### config.mk
export PLATFORM = sky130hd
export DESIGN_NAME = prog_clk_divider_flat
export DESIGN_NICKNAME = d
export VERILOG_FILES = /design/src/rtl/prog_clk_divider_if.sv /design/src/rtl/prog_clk_divider.sv /design/src/flat_wrapper.sv
export SDC_FILE = /design/constraint.sdc
export NUM_CORES = 1
export LEC_CHECK = 0
export BUFFER_PORTS_ARGS = -buffer_cell sky130_fd_sc_hd__buf_2
export CAP_MARGIN = 5
export CORE_ASPECT_RATIO = 1.25
export CORE_MARGIN = 5
export CORE_UTILIZATION = 60
export CTS_BUF_LIST = sky130_fd_sc_hd__clkbuf_16
export CTS_CLUSTER_DIAMETER = 80
export DETAILED_ROUTE_END_ITERATION = 16
export PLACE_DENSITY = 0.74
export SETUP_SLACK_MARGIN = 0.02
export SKIP_LAST_GASP = 1
export SLEW_MARGIN = 20
export SYNTH_ARGS = -nofsm -noshare
export SYNTH_HDL_FRONTEND = slang
export SYNTH_SLANG_ARGS = --single-unit
### constraint.sdc
create_clock -name clk_in -period 14.6 [get_ports clk_in]
set_clock_uncertainty 0.1 [all_clocks]
set_input_delay 2.92 -clock clk_in [delete_from_list [all_inputs] [get_ports clk_in]]
set_output_delay 2.92 -clock clk_in [all_outputs]
set_load 0.01 [all_outputs]
### src/rtl/prog_clk_divider_if.sv
// Control/status bundle for prog_clk_divider: per-channel enables, divisor load
// port, and the divided clock / tick outputs.
interface prog_clk_divider_if #(
  parameter int NUM_CH = 4,
  parameter int CNT_W  = 31
);
  localparam int LCH_W = (NUM_CH > 1) ? $clog2(NUM_CH) : 1;

  logic [NUM_CH-1:0] en;
  logic              load;
  logic [LCH_W-1:0]  load_ch;
  logic [CNT_W-1:0]  div_val;
  logic [NUM_CH-1:0] clk_out;
  logic [NUM_CH-1:0] tick;

  modport master (
    output en, load, load_ch, div_val,
    input  clk_out, tick
  );

  modport slave (
    input  en, load, load_ch, div_val,
    output clk_out, tick
  );
endinterface

### src/rtl/prog_clk_divider.sv
// Multi-channel programmable clock divider with shadowed, glitch-free divisor reload.
// Optional macro PROG_CLKDIV_SYNC_EN adds a sync input for phase-aligned restart of all channels.
module prog_clk_divider #(
  parameter int NUM_CH      = 4,
  parameter int CNT_W       = 31,
  parameter int DEFAULT_DIV = 20000
) (
  input  logic clk_in,
  input  logic rst,
`ifdef PROG_CLKDIV_SYNC_EN
  input  logic sync,
`endif
  prog_clk_divider_if.slave bus
);

  localparam logic [CNT_W-1:0] DIV_RST = CNT_W'(DEFAULT_DIV);

  logic [CNT_W-1:0]  cnt_q [NUM_CH];
  logic [CNT_W-1:0]  cnt_d [NUM_CH];
  logic [CNT_W-1:0]  tc_q  [NUM_CH];
  logic [CNT_W-1:0]  tc_d  [NUM_CH];
  logic [CNT_W-1:0]  sh_q  [NUM_CH];
  logic [CNT_W-1:0]  sh_d  [NUM_CH];
  logic [NUM_CH-1:0] pend_q, pend_d;
  logic [NUM_CH-1:0] clk_q, clk_d;
  logic [NUM_CH-1:0] tick_q, tick_d;
  logic [NUM_CH-1:0] tc_hit;
  logic [NUM_CH-1:0] load_hit;

  // Out-of-range load_ch values match no channel and are silently dropped.
  always_comb begin
    tc_hit   = '0;
    load_hit = '0;
    for (int unsigned i = 0; i < NUM_CH; i++) begin
      tc_hit[i]   = bus.en[i] && (cnt_q[i] == tc_q[i]);
      load_hit[i] = bus.load && (32'(bus.load_ch) == i);
    end
  end

  // The shadow is promoted only at terminal count, using the pending flag as it
  // stood before this edge, so a same-cycle load waits for the next terminal count.
  always_comb begin
    cnt_d  = cnt_q;
    tc_d   = tc_q;
    sh_d   = sh_q;
    pend_d = pend_q;
    clk_d  = clk_q;
    tick_d = '0;
    for (int unsigned i = 0; i < NUM_CH; i++) begin
      if (tc_hit[i]) begin
        cnt_d[i]  = '0;
        clk_d[i]  = ~clk_q[i];
        tick_d[i] = 1'b1;
        if (pend_q[i]) begin
          tc_d[i]   = sh_q[i];
          pend_d[i] = 1'b0;
        end
      end else if (bus.en[i]) begin
        cnt_d[i] = cnt_q[i] + CNT_W'(1);
      end

      if (load_hit[i]) begin
        sh_d[i]   = bus.div_val;
        pend_d[i] = 1'b1;
      end

`ifdef PROG_CLKDIV_SYNC_EN
      // Sync restarts the channel with its previously pending divisor; a load in
      // the same cycle lands in the shadow and stays pending.
      if (sync) begin
        cnt_d[i]  = '0;
        clk_d[i]  = 1'b0;
        tick_d[i] = 1'b0;
        tc_d[i]   = pend_q[i] ? sh_q[i] : tc_q[i];
        pend_d[i] = load_hit[i];
      end
`endif
    end
  end

  always_ff @(posedge clk_in or posedge rst) begin
    if (rst) begin
      for (int unsigned i = 0; i < NUM_CH; i++) begin
        cnt_q[i] <= '0;
        tc_q[i]  <= DIV_RST;
        sh_q[i]  <= DIV_RST;
      end
      pend_q <= '0;
      clk_q  <= '0;
      tick_q <= '0;
    end else begin
      for (int unsigned i = 0; i < NUM_CH; i++) begin
        cnt_q[i] <= cnt_d[i];
        tc_q[i]  <= tc_d[i];
        sh_q[i]  <= sh_d[i];
      end
      pend_q <= pend_d;
      clk_q  <= clk_d;
      tick_q <= tick_d;
    end
  end

  assign bus.clk_out = clk_q;
  assign bus.tick    = tick_q;

endmodule

### src/flat_wrapper.sv
// flat-port wrapper written by rule: the top's interface ports become plain ports
module prog_clk_divider_flat 
#(
  parameter int NUM_CH      = 4,
  parameter int CNT_W       = 31,
  parameter int DEFAULT_DIV = 20000
)
  (clk_in, rst, bus_en, bus_load, bus_load_ch, bus_div_val, bus_clk_out, bus_tick);
  prog_clk_divider_if #(.NUM_CH(NUM_CH), .CNT_W(CNT_W)) bus_i ();
  input  logic clk_in;
  input  logic rst;
  input wire logic [$bits(bus_i.en)-1:0] bus_en;
  input wire logic [$bits(bus_i.load)-1:0] bus_load;
  input wire logic [$bits(bus_i.load_ch)-1:0] bus_load_ch;
  input wire logic [$bits(bus_i.div_val)-1:0] bus_div_val;
  output wire logic [$bits(bus_i.clk_out)-1:0] bus_clk_out;
  output wire logic [$bits(bus_i.tick)-1:0] bus_tick;
  assign bus_i.en = bus_en;
  assign bus_i.load = bus_load;
  assign bus_i.load_ch = bus_load_ch;
  assign bus_i.div_val = bus_div_val;
  assign bus_clk_out = bus_i.clk_out;
  assign bus_tick = bus_i.tick;
  prog_clk_divider #(.NUM_CH(NUM_CH), .CNT_W(CNT_W), .DEFAULT_DIV(DEFAULT_DIV)) u_core (.clk_in(clk_in), .rst(rst), .bus(bus_i));
endmodule
==> results of run 1 <==
## flip-flops by register name (all words and copies together), names as in the netlist
signal              count
u_core.bus.tick         4
u_core.pend_q           4
u_core.bus.clk_out      4
u_core.tc_q           124
u_core.cnt_q          124
u_core.sh_q           124
## per-layer routing
layer,routed length [microns],up-vias
met5,7,-
met4,1050,2
met3,1320,68
met2,18300,201
met1,16500,5359
li1,-,4792
## placed cells by master, fill, tap and decap left out, types with 18 or more instances in the layout
cell	instances
mux2_4	60
buf_2	47
clkbuf_16	41
xnor2_1	140
nor2_1	127
dfstp_2	40
inv_1	24
nand4_1	66
xor2_1	100
nor3_1	18
nor4_1	24
mux2_2	188
dfrtp_1	344
nand2_1	41
nand3_1	44
## cell usage after synthesis, drive strengths merged
cell type / instances / share of area
o21ai: 11 / 0.0032
a31o: 1 / 0.00051
buf: 18 / 0.0072
nor2b: 2 / 0.00072
dfrtp: 344 / 0.50
nor4bb: 1 / 0.00058
nor3b: 1 / 0.00043
or2: 1 / 0.00036
or3: 7 / 0.0025
nor3: 19 / 0.0055
nand3b: 2 / 0.00087
o21bai: 1 / 0.00043
and2: 11 / 0.0040
dfstp: 40 / 0.061
nand2b: 4 / 0.0014
inv: 14 / 0.0030
and3: 18 / 0.0065
a21oi: 4 / 0.0012
nor2: 129 / 0.028
o22ai: 3 / 0.0011
ha: 4 / 0.0029
mux2i: 2 / 0.0012
clkbuf: 40 / 0.0087
nand2: 41 / 0.0089
and4: 16 / 0.0081
or4: 4 / 0.0020
xnor2: 140 / 0.071
nand3: 44 / 0.013
mux2: 248 / 0.17
nand4: 66 / 0.024
nor4: 25 / 0.0090
xor2: 100 / 0.051
## where the power goes
| part | switching [mW] | internal [mW] |
|---|---|---|
| Clock | 0.404 | 0.525 |
| Combinational | 0.242 | 0.352 |
| Sequential | 0.207 | 1.32 |
| Total | 0.853 | 2.20 |
## cell families after synthesis
logic type | synth area share
compound gates | 0.00637
xor+xnor | 0.122
fa+ha+maj | 0.00290
buf+inv | 0.0189
flops | 0.559
mux | 0.176
simple gates | 0.116
## through the flow
stage / hold slack [ps] / area [sq um] / utilization
after CTS: 364 / 19000 / 0.669
after floorplan: 375 / 17300 / -
after detailed placement: 352 / 17800 / 0.628
after global routing: 381 / 19000 / 0.670
after global placement: 350 / 17800 / 0.627
final: 362 / 19000 / 0.670
## worst max-delay path, stage by stage
cell,delay (ps)
buf_2,130
inv_8,430
buf_4,800
buf_4,860
## layout make-up
cell class              count  share of cell area
multi-input cells         905               0.385
repair buffers             62              0.0183
flip-flops and latches    384               0.508
clock buffers              41              0.0539
inverters                  14             0.00316
well taps                 355              0.0234
clock inverters            30             0.00835
diodes                      1            0.000132
## worst paths after layout
| kind | start | to | slack [ps] | cells past startpoint |
|---|---|---|---|---|
| max | rst | u_core.sh_q[57] | 9800 | 4 |
| min | u_core.bus.clk_out[0] | u_core.bus.clk_out[0] | 360 | 1 |
| max reg2reg | u_core.tc_q[36] | u_core.tc_q[53] | 11560 | 5 |
| min reg2reg | u_core.bus.clk_out[0] | u_core.bus.clk_out[0] | 360 | 1 |
| max in group clk_in | bus_en[0] | u_core.tc_q[100] | 9880 | 5 |
| min in group asynchronous | rst | u_core.cnt_q[0] | 2410 | 2 |
==> qor.csv, run 1 <==
metric,value,unit
synth_seq_cells,384,
cts-root-buf,clkbuf_16,
synth_area_per_cell,12.7,sq um
maxCapViolCount,0,
dp_hpwl,24800,microns
cts_buffers,39,
wl_per_cell,20.7,microns
grt-ovfl-total,0,
final_cell_count_no_fill,1792,
start_kind,input pin,
finalWorstPathRequiredPeriod,4800,ps
period_share,0.329,
setup_viol,0,
total_power,3.05,mW
post-place-ws,9100,ps
synthCells,1361,
gr-usage-all-layers,0.238,
portBuffers,47,
worstPathArrival,5210,ps
syn_nets,1405,
setup.worst_path.class,in -> async,
clk_latency,520,ps
fin_nets,1450,
coreArea,0.0284,sq mm
routed_via_density,5.82,
start_util,0.609,
initialDrtViolationCount,622,
grt_pass1_wl,60700,microns
pin_count,48,
outcome,completed,
antenna_found_initial,1,
postCtsHoldBufs,0,
globalplace.congestion,0.841,
clock_sinks,384,
yosys_warnings,0,
grt_setup_unrepaired,no,
irDropWorstVdd,0.0000865,V
vias,10400,
drive_above_1_share,0.288,
rows,69,
grtUsageMet3,0.0355,
slew-limit-headroom,0.296,
synth.distinct_cells,37,
fp.dieW,162,microns
grt_pass1_vias,10900,
p_per_area,161,mW/mm^2
critPathMaxFanout,91,
final_antenna_net_count,0,
cts_tree,built,
cts_resized,0,
multi_input_area,0.00732,sq mm
top_usage_layer,met2,
die-area,0.0323,sq mm
fmax,208,MHz
clkSlewWorstSetupHoldPaths,60,ps
totalWireLength,37200,microns
area_growth,10.1,%
synth_area,0.0173,sq mm
yosysSeqAreaShare,0.559,
endpoint_kind,async pin,
min-delay-path-class,reg -> reg,
fillers,2063,
grt_max_degree,92,
htree_levels,2,
worst_slack,9800,ps
cts_max_path_buffers,3,
first_pass_iters,5,
grtUsageMet2,0.399,
crit_required,15010,ps
postCtsSetupBuffers,0,
regArea,0.00966,sq mm
final-max-slew-violation-count,0,
setup_tns,0,ps
use_met1,0.327,
leakage,8.80,nW
dp_cells,1720,
die_h,200,microns
drc,0,
hold_violations,0,
max_slew.worst_pin.slew,1060,ps
(Power assumes the default switching activity.)
==> run 2, diff against run 1 <==
Settings changed: CORE_UTILIZATION 60 to 56, PLACE_DENSITY 0.74 to 0.73.
Clock period 14.6 ns to 4.1 ns, I/O delays scaled along.
==> run 2 against run 1 <==
Non-clock buffer count up 4. Final cell count up 2.8%. Sequential share of layout area down 0.42 points. Critical path depth up 1. Combinational power rose to 3.6 times the previous value. Critical path type is now reg -> reg. Die area up 6.7%.
==> qor.csv, run 2 (synthesis gave the netlist of run 1 again) <==
metric,value,unit
r2r_slack,1110,ps
cts_tree,built,
fillers,2375,
period_share,0.730,
pin_count,48,
cts-root-buf,clkbuf_16,
coreArea,0.0307,sq mm
switching_power,3.02,mW
clkSlewWorstSetupHoldPaths,60,ps
slew-limit-headroom,0.314,
antenna_found_initial,0,
final_antenna_net_count,0,
grt_max_degree,114,
pwr-share-clk,0.314,
crit_chain,xnor2_1 -> nand4_1 -> or4_1 -> or3_2 -> mux2_4,
p_seq_frac,0.492,
start_util,0.563,
crit_required,4410,ps
endpoint_kind,flip-flop,
p_per_area,574,mW/mm^2
worst_slack,1110,ps
internal_power,8.00,mW
worstPathArrival,3300,ps
cts_max_path_buffers,3,
htree_levels,2,
die-area,0.0345,sq mm
wl_per_cell,20.2,microns
dp_hpwl,25000,microns
area_growth,11.0,%
dp_cells,1775,
regArea,0.00966,sq mm
min-delay-path-class,in -> async,
top_regs,"u_core.cnt_q x124, u_core.sh_q x124, u_core.tc_q x124",
fmax,334,MHz
irDropWorstVdd,0.000271,V
fin_nets,1452,
setup.worst_path.class,reg -> reg,
globalplace.congestion,0.887,
final_cell_count_no_fill,1843,
fp.dieW,167,microns
cts_buffers,37,
r2r-start,u_core.cnt_q[54],
outcome,completed,
start_kind,flip-flop,
first_pass_iters,5,
maxCapViolCount,0,
die_h,206,microns
final-max-slew-violation-count,0,
reg2regPathDepth,5,
clk_latency,540,ps
critPathMaxStageDelay,910,ps
gr-usage-all-layers,0.220,
leakage,8.83,nW
grt-ovfl-total,0,
portBuffers,47,
postCtsSetupBuffers,0,
routed_via_density,5.59,
initialDrtViolationCount,740,
rows,72,
post-place-ws,982,ps
vias,10300,
setup_viol,0,
hold_violations,0,
max_slew.worst_pin.slew,1030,ps
critPathMaxFanout,31,
grt_pass1_vias,10700,
critical-path-slowest-cell,or3_2,
totalWireLength,37200,microns
grt_setup_unrepaired,no,
grt_pass1_wl,59600,microns
finalWorstPathRequiredPeriod,2990,ps
drc,0,
layout_commonest_cell,dfrtp_1,
multi_input_area,0.00732,sq mm
r2r-end,u_core.tc_q[52],
drive_above_1_share,0.286,
pwr-share-comb,0.194,
clock_sinks,384,
antenna_cells,0,
mostFrequentLayoutCells,"344 x dfrtp_1, 188 x mux2_2, 140 x xnor2_1, 127 x nor2_1, 100 x xor2_1",
postCtsHoldBufs,0,
sw_frac_of_total,0.274,
cts_resized,0,
==> run 2: changes by cell type in the layout (fill, tap and decap cells not counted), sizes merged <==
cell	before	now
clkbuf	41	39
inv	26	22
buf	62	66
bufinv	1	5
diode	1	0
clkinv	16	14
==> run 2: worst max-delay path by stage <==
stage,start,end,slack (ps)
finish,u_core.cnt_q[54],u_core.tc_q[52],1110
global route,u_core.cnt_q[104],u_core.tc_q[113],1020
CTS,u_core.tc_q[36],u_core.tc_q[51],1100
detailed placement,bus_en[2],u_core.tc_q[51],980
global placement,bus_en[2],u_core.tc_q[49],1010
floorplan,rst,u_core.bus.clk_out[0],-1950
==> run 2: area by class of cell <==
cell class	instances	share of cell area
Sequential cell	384	0.504
Tap cell	407	0.0265
Inverter	14	0.00294
Multi-Input combinational cell	905	0.381
Clock buffer	39	0.0509
Timing Repair Buffer	66	0.0219
Clock inverter	28	0.0127
==> run 2: power groups by stage <==
stage | Combinational, mW | Clock, mW | Sequential (mW)
final | 2.13 | 3.46 | 5.42
after global placement | 2.08 | 0 | 5.44
after CTS | 2.16 | 3.53 | 5.42
after detailed placement | 2.14 | 0 | 5.48
after global routing | 2.34 | 3.67 | 5.52
after floorplan | 1.74 | 0 | 5.23
==> run 2: routing by layer <==
layer,vias to the layer above,track usage,share of wire
li1,4799,-,-
met1,5238,0.293,0.44
met2,201,0.380,0.50
met3,72,0.0289,0.033
met4,0,0.0661,0.030
met5,-,0,0
==> run 2: through the flow <==
stage	hold slack [ps]	power, mW	setup TNS (ps)	utilization	area [sq um]
after global routing	244	11.5	0	0.624	19200
after detailed placement	356	7.62	0	0.584	17900
final	221	11.0	0	0.624	19200
after global placement	349	7.52	0	0.584	17900
after floorplan	375	6.97	-692280	-	17300
after CTS	223	11.1	0	0.624	19200
==> run 2: critical path: cells and delay by family (launching register included) <==
| kind | cells | cell delay, ps |
|---|---|---|
| DFF | 1 | 440 |
| and+or+nand+nor | 3 | 1640 |
| xor gates and xnor gates | 1 | 210 |
| muxes | 1 | 450 |
